==> config.mk <==
export PLATFORM = sky130hd
export DESIGN_NAME = alu_sequencer
export DESIGN_NICKNAME = d
export VERILOG_FILES = /design/src/rtl/seq_pkg.sv /design/src/rtl/seq_regfile.sv /design/src/rtl/alu_sequencer.sv
export SDC_FILE = /design/constraint.sdc
export NUM_CORES = 2
export LEC_CHECK = 0
export BUFFER_PORTS_ARGS = -buffer_cell sky130_fd_sc_hd__buf_2
export CAP_MARGIN = 20
export CORE_MARGIN = 10
export CORE_UTILIZATION = 41
export DETAILED_ROUTE_END_ITERATION = 10
export GPL_TIMING_DRIVEN = 0
export PLACE_DENSITY = 0.63
export REMOVE_ABC_BUFFERS = 1
export SLEW_MARGIN = 40
export SYNTH_ARGS = -nofsm -noshare
export SYNTH_HDL_FRONTEND = slang
export SYNTH_SLANG_ARGS = --single-unit
==> constraint.sdc <==
create_clock -name clk -period 5.6 [get_ports clk]
set_input_delay 0.56 -clock clk [delete_from_list [all_inputs] [get_ports clk]]
set_output_delay 0.56 -clock clk [all_outputs]
set_load 0.05 [all_outputs]
==> src/rtl/seq_pkg.sv <==
// Shared types and constants for the ALU sequencer and its register file.
// Latency: n/a (declarations and pure helper functions only).
// Backpressure: n/a.
package seq_pkg;

  typedef enum logic [2:0] {
    S_IDLE,
    S_FETCH,
    S_DECODE,
    S_EXEC,
    S_MEM,
    S_WB,
    S_HALT
  } state_e;

  localparam logic [31:0] RESET_PC  = 32'h0000_0000;
  localparam logic [31:0] HALT_WORD = 32'hFFFF_FFFF;

  // Opcode / func encodings
  localparam logic [5:0] OP_RTYPE     = 6'b000000;
  localparam logic [4:0] OP_BRANCH_HI = 5'b00010;   // 6'b00010x
  localparam logic [5:0] OP_LOAD      = 6'b100011;
  localparam logic [5:0] OP_STORE     = 6'b101011;
  localparam logic [2:0] FN_MULDIV_HI = 3'b011;     // func 6'b011xxx

  // Instruction field positions
  localparam int OP_MSB = 31;
  localparam int OP_LSB = 26;
  localparam int RS_MSB = 25;
  localparam int RS_LSB = 21;
  localparam int RT_MSB = 20;
  localparam int RT_LSB = 16;
  localparam int RD_MSB = 15;
  localparam int RD_LSB = 11;
  localparam int FN_MSB = 5;
  localparam int FN_LSB = 3;

  // Stores, branches and mult/div (results kept in ALU hi/lo) do not write a GPR.
  function automatic logic writes_back(input logic [31:0] ir, input logic is_store);
    logic [5:0] op;
    op = ir[OP_MSB:OP_LSB];
    if (is_store || op == OP_STORE)                          return 1'b0;
    if (op[5:1] == OP_BRANCH_HI)                             return 1'b0;
    if (op == OP_RTYPE && ir[FN_MSB:FN_LSB] == FN_MULDIV_HI) return 1'b0;
    return 1'b1;
  endfunction

  // R-type writes rd, everything else writes rt.
  function automatic logic [4:0] wb_dest(input logic [31:0] ir);
    return (ir[OP_MSB:OP_LSB] == OP_RTYPE) ? ir[RD_MSB:RD_LSB] : ir[RT_MSB:RT_LSB];
  endfunction

endpackage

==> src/rtl/seq_regfile.sv <==
// 32x32 register file: two async read ports, one sync write port, r0 hard zero.
// Latency: reads combinational; a write is visible on the read ports the cycle after.
// Backpressure: none; writes to r0 are dropped, rst clears every entry synchronously.
// Ports: clk, rst | ra1_i/rd1_o, ra2_i/rd2_o read ports | we_i, wa_i, wd_i write port.
module seq_regfile (
  input  logic        clk,
  input  logic        rst,
  input  logic [4:0]  ra1_i,
  output logic [31:0] rd1_o,
  input  logic [4:0]  ra2_i,
  output logic [31:0] rd2_o,
  input  logic        we_i,
  input  logic [4:0]  wa_i,
  input  logic [31:0] wd_i
);

  logic [31:0] mem_q [32];

  always_ff @(posedge clk) begin
    if (rst) begin
      for (int i = 0; i < 32; i++) mem_q[i] <= '0;
    end else if (we_i && wa_i != 5'd0) begin
      mem_q[wa_i] <= wd_i;
    end
  end

  assign rd1_o = (ra1_i == 5'd0) ? 32'd0 : mem_q[ra1_i];
  assign rd2_o = (ra2_i == 5'd0) ? 32'd0 : mem_q[ra2_i];

endmodule

==> src/rtl/alu_sequencer.sv <==
// Multicycle FETCH/DECODE/EXEC/[MEM]/WB controller around an external combinational ALU.
// Latency: 4 cycles ALU/branch, 5 cycles load/store with zero-wait acks; +1 per wait cycle.
// Backpressure: req held (addr/data stable) until ack; acks outside FETCH/MEM are ignored.
// Ports: clk/rst/start/halted control | imem_* fetch handshake | dmem_* data handshake |
//        alu_instr/alu_gr1/alu_gr2 to ALU, alu_c + flags back | retired instruction count.
module alu_sequencer
  import seq_pkg::*;
(
  input  logic        clk,
  input  logic        rst,
  input  logic        start,
  output logic        halted,
  output logic        imem_req,
  output logic [31:0] imem_addr,
  input  logic        imem_ack,
  input  logic [31:0] imem_rdata,
  output logic        dmem_req,
  output logic        dmem_we,
  output logic [31:0] dmem_addr,
  output logic [31:0] dmem_wdata,
  input  logic        dmem_ack,
  input  logic [31:0] dmem_rdata,
  output logic [31:0] alu_instr,
  output logic [31:0] alu_gr1,
  output logic [31:0] alu_gr2,
  input  logic [31:0] alu_c,
  input  logic        alu_branch,
  input  logic        alu_load,
  input  logic        alu_store,
  output logic [31:0] retired
);

  state_e      state_q, state_d;
  logic [31:0] pc_q, ir_q, a_q, b_q, r_q, retired_q;
  logic        branch_q, load_q, store_q;
  logic [31:0] rd1, rd2;
  logic        rf_we;

  // State register
  always_ff @(posedge clk) begin
    if (rst) state_q <= S_IDLE;
    else     state_q <= state_d;
  end

  // Next-state logic
  always_comb begin
    state_d = state_q;
    case (state_q)
      S_IDLE:   if (start) state_d = S_FETCH;
      S_FETCH:  if (imem_ack) state_d = (imem_rdata == HALT_WORD) ? S_HALT : S_DECODE;
      S_DECODE: state_d = S_EXEC;
      S_EXEC:   state_d = (alu_load || alu_store) ? S_MEM : S_WB;
      S_MEM:    if (dmem_ack) state_d = S_WB;
      S_WB:     state_d = S_FETCH;
      S_HALT:   if (start) state_d = S_FETCH;
      default:  state_d = S_IDLE;
    endcase
  end

  // Outputs decoded from the state register only; addr/data are zeroed when no request
  always_comb begin
    imem_req   = (state_q == S_FETCH);
    imem_addr  = imem_req ? pc_q : 32'd0;
    dmem_req   = (state_q == S_MEM);
    dmem_we    = dmem_req && store_q;
    dmem_addr  = dmem_req ? r_q : 32'd0;
    dmem_wdata = dmem_req ? b_q : 32'd0;
    halted     = (state_q == S_HALT);
  end

  assign alu_instr = ir_q;
  assign alu_gr1   = a_q;
  assign alu_gr2   = b_q;
  assign retired   = retired_q;

  // Datapath registers
  always_ff @(posedge clk) begin
    if (rst) begin
      pc_q      <= RESET_PC;
      ir_q      <= '0;
      a_q       <= '0;
      b_q       <= '0;
      r_q       <= '0;
      branch_q  <= 1'b0;
      load_q    <= 1'b0;
      store_q   <= 1'b0;
      retired_q <= '0;
    end else begin
      case (state_q)
        S_FETCH: if (imem_ack) ir_q <= imem_rdata;
        S_DECODE: begin
          a_q <= rd1;
          b_q <= rd2;
        end
        S_EXEC: begin
          r_q      <= alu_c;
          branch_q <= alu_branch;
          load_q   <= alu_load;
          store_q  <= alu_store;
        end
        S_MEM: if (dmem_ack && load_q) r_q <= dmem_rdata;
        S_WB: begin
          // Branch offset is a word count; wrap-around is intentional
          pc_q      <= branch_q ? (pc_q + 32'd4 + (r_q << 2)) : (pc_q + 32'd4);
          retired_q <= retired_q + 32'd1;
        end
        default: ;
      endcase
    end
  end

  assign rf_we = (state_q == S_WB) && writes_back(ir_q, store_q);

  seq_regfile u_rf (
    .clk   (clk),
    .rst   (rst),
    .ra1_i (ir_q[RS_MSB:RS_LSB]),
    .rd1_o (rd1),
    .ra2_i (ir_q[RT_MSB:RT_LSB]),
    .rd2_o (rd2),
    .we_i  (rf_we),
    .wa_i  (wb_dest(ir_q)),
    .wd_i  (r_q)
  );

endmodule

==> run_summary.xml <==
<?xml version="1.0" encoding="UTF-8"?>
<metrics>
  <group name="route">
    <metric name="drt-vias-per-instance" unit="">6.06</metric>
    <metric name="drt_wl_total" unit="um">221000</metric>
    <metric name="drt-initial-drc-count" unit="">5580</metric>
    <metric name="drt-wirelength-per-cell" unit="um">31.2</metric>
    <metric name="route.antenna.remaining_nets" unit="">0</metric>
    <metric name="firstDrtPassIters" unit="">6</metric>
    <metric name="via_count" unit="">42900</metric>
    <metric name="number_of_drc_violations_after_detailed_routing" unit="">0</metric>
  </group>
  <group name="timing">
    <metric name="timing.fmax" unit="MHz">206</metric>
    <metric name="finalMaxSlewViolations" unit="">0</metric>
    <metric name="grt_setup_unrepaired" unit="">false</metric>
    <metric name="finalHoldViolations" unit="">0</metric>
    <metric name="tightest_slew" unit="ps">831</metric>
    <metric name="slew-limit-headroom" unit="%">44.6</metric>
    <metric name="clock-skew-final" unit="ps">30.3</metric>
    <metric name="final.period_utilization" unit="%">86.7</metric>
    <metric name="setup_viol_count_final" unit="">0</metric>
    <metric name="min_period" unit="ps">4850</metric>
  </group>
  <group name="setup_path">
    <metric name="worstRegToRegCells" unit="">9</metric>
    <metric name="critical_path_arrival" unit="ps">5320</metric>
    <metric name="setup.worst_path.class" unit="">flip-flop to flip-flop</metric>
    <metric name="critical-path-max-stage-delay" unit="ps">710</metric>
    <metric name="rr_endpoint" unit="">u_rf.mem_q[31][5]</metric>
    <metric name="regToRegStartpoint" unit="">state_q[2]</metric>
    <metric name="required" unit="ps">6060</metric>
    <metric name="critical-path-slowest-cell" unit="">sky130_fd_sc_hd__nor4_1</metric>
    <metric name="timing.critical_path.cells" unit="">nand3b_4 -&gt; nor4_1 -&gt; o21ai_2 -&gt; nand2b_2 -&gt; nand2b_4 -&gt; nor2b_4 -&gt; buf_8 -&gt; or2_4 -&gt; buf_12</metric>
    <metric name="setup.reg_to_reg.worst_slack" unit="ps">750</metric>
    <metric name="cp-end-kind" unit="">flip-flop</metric>
    <metric name="worstPathMaxFanout" unit="">54</metric>
    <metric name="timing.critical_path.from_type" unit="">flip-flop</metric>
  </group>
  <group name="final_layout">
    <metric name="layout.cells.most_common" unit="">sky130_fd_sc_hd__and2_1</metric>
    <metric name="layout.core_utilization" unit="%">48.7</metric>
    <metric name="final_layout_size_suffix_gt1_share" unit="%">31.4</metric>
    <metric name="fin_nets" unit="">5019</metric>
    <metric name="final_cell_mix" unit="">sky130_fd_sc_hd__and2_1 (1091), sky130_fd_sc_hd__edfxtp_1 (1024), sky130_fd_sc_hd__mux4_2 (640), sky130_fd_sc_hd__buf_2 (338), sky130_fd_sc_hd__nor2_1 (264)</metric>
    <metric name="layout.cells.non_filler" unit="">7072</metric>
    <metric name="syn2layout_area_growth" unit="%">18.5</metric>
  </group>
  <group name="die">
    <metric name="io_pins" unit="">332</metric>
    <metric name="core_region_area" unit="um^2">158000</metric>
    <metric name="die-area" unit="um^2">175000</metric>
    <metric name="die_w" unit="um">418</metric>
    <metric name="initial_core_util" unit="%">41.1</metric>
    <metric name="rows" unit="">146</metric>
    <metric name="die_height" unit="um">418</metric>
  </group>
  <group name="clocking">
    <metric name="cts.root.buffer_cell" unit="">sky130_fd_sc_hd__clkbuf_16</metric>
    <metric name="cts_tree" unit="">yes</metric>
    <metric name="ctsLongestPathBuffers" unit="">3</metric>
    <metric name="post-cts-setup-buffer-count" unit="">0</metric>
    <metric name="cts_made_buffers" unit="">138</metric>
    <metric name="cts_htree_levels" unit="">4</metric>
    <metric name="clock_sink_count" unit="">1230</metric>
    <metric name="postCtsHoldBufs" unit="">5</metric>
    <metric name="cts_repair_resize_count" unit="">0</metric>
    <metric name="worstSkewPairLatency" unit="ps">780</metric>
    <metric name="worst_setup_hold_path_clk_slew" unit="ps">60</metric>
  </group>
  <group name="global_routing">
    <metric name="track_usage" unit="%">24.9</metric>
    <metric name="first_global_vias" unit="">43200</metric>
    <metric name="grt_antenna_before_repair" unit="">6</metric>
    <metric name="gr-total-overflow" unit="">0</metric>
    <metric name="grt_max_degree" unit="">71</metric>
    <metric name="grt_pass1_wl" unit="um">315000</metric>
  </group>
  <group name="placed_design">
    <metric name="finalWeightedCongestion" unit="">0.810</metric>
    <metric name="placed_cells_incl_taps" unit="">6803</metric>
    <metric name="io_buffers" unit="">329</metric>
    <metric name="place_hpwl" unit="um">160000</metric>
  </group>
  <group name="hold_path">
    <metric name="worstHoldPathCells" unit="">3</metric>
    <metric name="worst_hold_startpoint" unit="">imem_rdata[9]</metric>
    <metric name="worst_hold_path_type" unit="">primary input to flip-flop</metric>
    <metric name="min_to" unit="">alu_instr[9]</metric>
  </group>
  <group name="power_and_ir_drop">
    <metric name="vdd_ir_drop_max" unit="uV">292</metric>
    <metric name="reported_leakage_power" unit="nW">27.4</metric>
    <metric name="power_density" unit="nW/um^2">282</metric>
  </group>
  <group name="yosys">
    <metric name="yosys-top-cells-area" unit="">sky130_fd_sc_hd__edfxtp_1 (47%), sky130_fd_sc_hd__mux4_2 (22%), sky130_fd_sc_hd__and2_1 (10%), sky130_fd_sc_hd__dfxtp_1 (6.3%), sky130_fd_sc_hd__clkbuf_1 (1.7%)</metric>
    <metric name="post_synth_and_or_nand_nor_area_fraction" unit="%">14.7</metric>
    <metric name="synth-seq-cells" unit="">1230</metric>
    <metric name="synth_xor_area_share" unit="%">1.08</metric>
    <metric name="post_synth.cell_area_avg" unit="um^2">14.2</metric>
    <metric name="yosysWarningCount" unit="">0</metric>
    <metric name="synth_enable_flop_cells" unit="">1024</metric>
    <metric name="muxShareOfSynthArea" unit="%">23.9</metric>
    <metric name="synthAdderAreaFrac" unit="%">0.762</metric>
    <metric name="yosys_most_used_dff" unit="">sky130_fd_sc_hd__edfxtp_1</metric>
    <metric name="synth_cell_types" unit="">78</metric>
    <metric name="netlist_area" unit="um^2">65000</metric>
    <metric name="synth-async-reset-ratio" unit="%">0</metric>
    <metric name="post_synth_inst_count" unit="">4563</metric>
    <metric name="synth_top_family_by_area" unit="">multiplexers</metric>
    <metric name="synthDominantCellAreaShare" unit="%">47.3</metric>
    <metric name="synth_compound_area_share" unit="%">2.99</metric>
    <metric name="ys_seq_area_share" unit="%">53.6</metric>
    <metric name="yosysTopAreaCell" unit="">sky130_fd_sc_hd__edfxtp_1</metric>
  </group>
  <group name="flow_run">
    <metric name="cap_viol_max_count" unit="">0</metric>
  </group>
  <group name="outcome">
    <metric name="run_status" unit="">complete, no violations</metric>
  </group>
</metrics>
logic make-up (layout without fill, tap and decap cells):
| family | after synthesis | after routing |
|---|---|---|
| xor gates and xnor gates | 80 | 80 |
| other | 1 | 43 |
| DFF | 1230 | 1230 |
| and+or+nand+nor | 1674 | 1674 |
| AOI/OAI and AO/OA | 319 | 319 |
| adders and majority gates | 39 | 39 |
| buffers and inverters | 468 | 863 |
| muxes | 752 | 752 |
worst max-delay path, delay by kind of cell, from the launching register on:
kind	cells	cell delay, ps
AO/OA/AOI/OAI	1	170
buffers and inverters	2	540
flip-flops	1	600
AND/OR/NAND/NOR	6	3180
synthesized netlist by cell type (all sizes together), types with 4 or more instances:
library cell and n:
a211oi 45, mux2i 108, or2 15, edfxtp 1024
or3 4, ha 38, nor2b 5, nand4 24
xor2 43, nand3 42, o211ai 4, a21boi 4
nor4 5, and2 1091, nor3b 6, nand2b 8
a21o 19, mux4 640, and4 8, a31oi 7
a21oi 152, clkbuf 339, nand2 122, nor2 291
inv 17, or4 4, xnor2 37, nor3 28
mux2 4, a221oi 10, buf 112, dfxtp 206
o21ai 48, and3 16
state kept, by name, summed over array words and instances, names as in the netlist, named ones only:
signal and count:
u_rf.mem_q 1024, alu_gr1 32, alu_gr2 32, alu_instr 32, r_q 32, retired 32, pc_q 30, state_q 3
branch_q 1, load_q 1, store_q 1
per-stage QoR:
step / cell area, um^2 / TNS, ps / hold slack [ps] / setup WS [ps] / power [mW]
6_report: 77000 / 0 / 42.1 / 746 / 21.7
5_1_grt: 77000 / 0 / 41.5 / 623 / 22.3
4_1_cts: 77000 / 0 / 1.00 / 778 / 21.8
3_5_place_dp: 72600 / 0 / 443 / 788 / 13.0
3_3_place_gp: 67500 / -9184460 / 443 / -13130 / 13.3
2_1_floorplan: 63300 / -724990 / 463 / -6480 / 12.2
metal layers:
layer / routed length, um / vias up / global-route usage [%]
met2: 102000 / 2590 / 38.9
met5: 0 / - / 0
met3: 23200 / 573 / 6.14
met1: 84000 / 21900 / 32.3
met4: 12000 / 0 / 12.5
li1: - / 17800 / -
how the worst max path moves through the flow:
stage / endpoint / from
after floorplan: alu_gr1[0] / flip-flop
after global placement: alu_gr2[6] / flip-flop
after detailed placement: u_rf.mem_q[31][20] / state_q[1]
after CTS: u_rf.mem_q[31][9] / state_q[1]
after global routing: u_rf.mem_q[31][9] / state_q[2]
final: u_rf.mem_q[31][5] / state_q[2]
cell type report:
type                       count  area, um^2
fill                       13200       81000
multi-input combinational   2898       28900
inverter                      17        66.3
timing repair buffer         591        6130
sequential                  1230       35000
clock buffer                 184        3820
antenna                        9        22.5
clock inverter                71         518
tap                         2072        2590
power breakdown:
part	leakage (nW)	internal, mW	switching (mW)
combinational	13.0	1.06	1.28
clock	2.15	5.04	3.84
sequential	12.2	10.2	0.331
total	27.4	16.3	5.45
No activity file was read; power rests on OpenSTA's default activity.
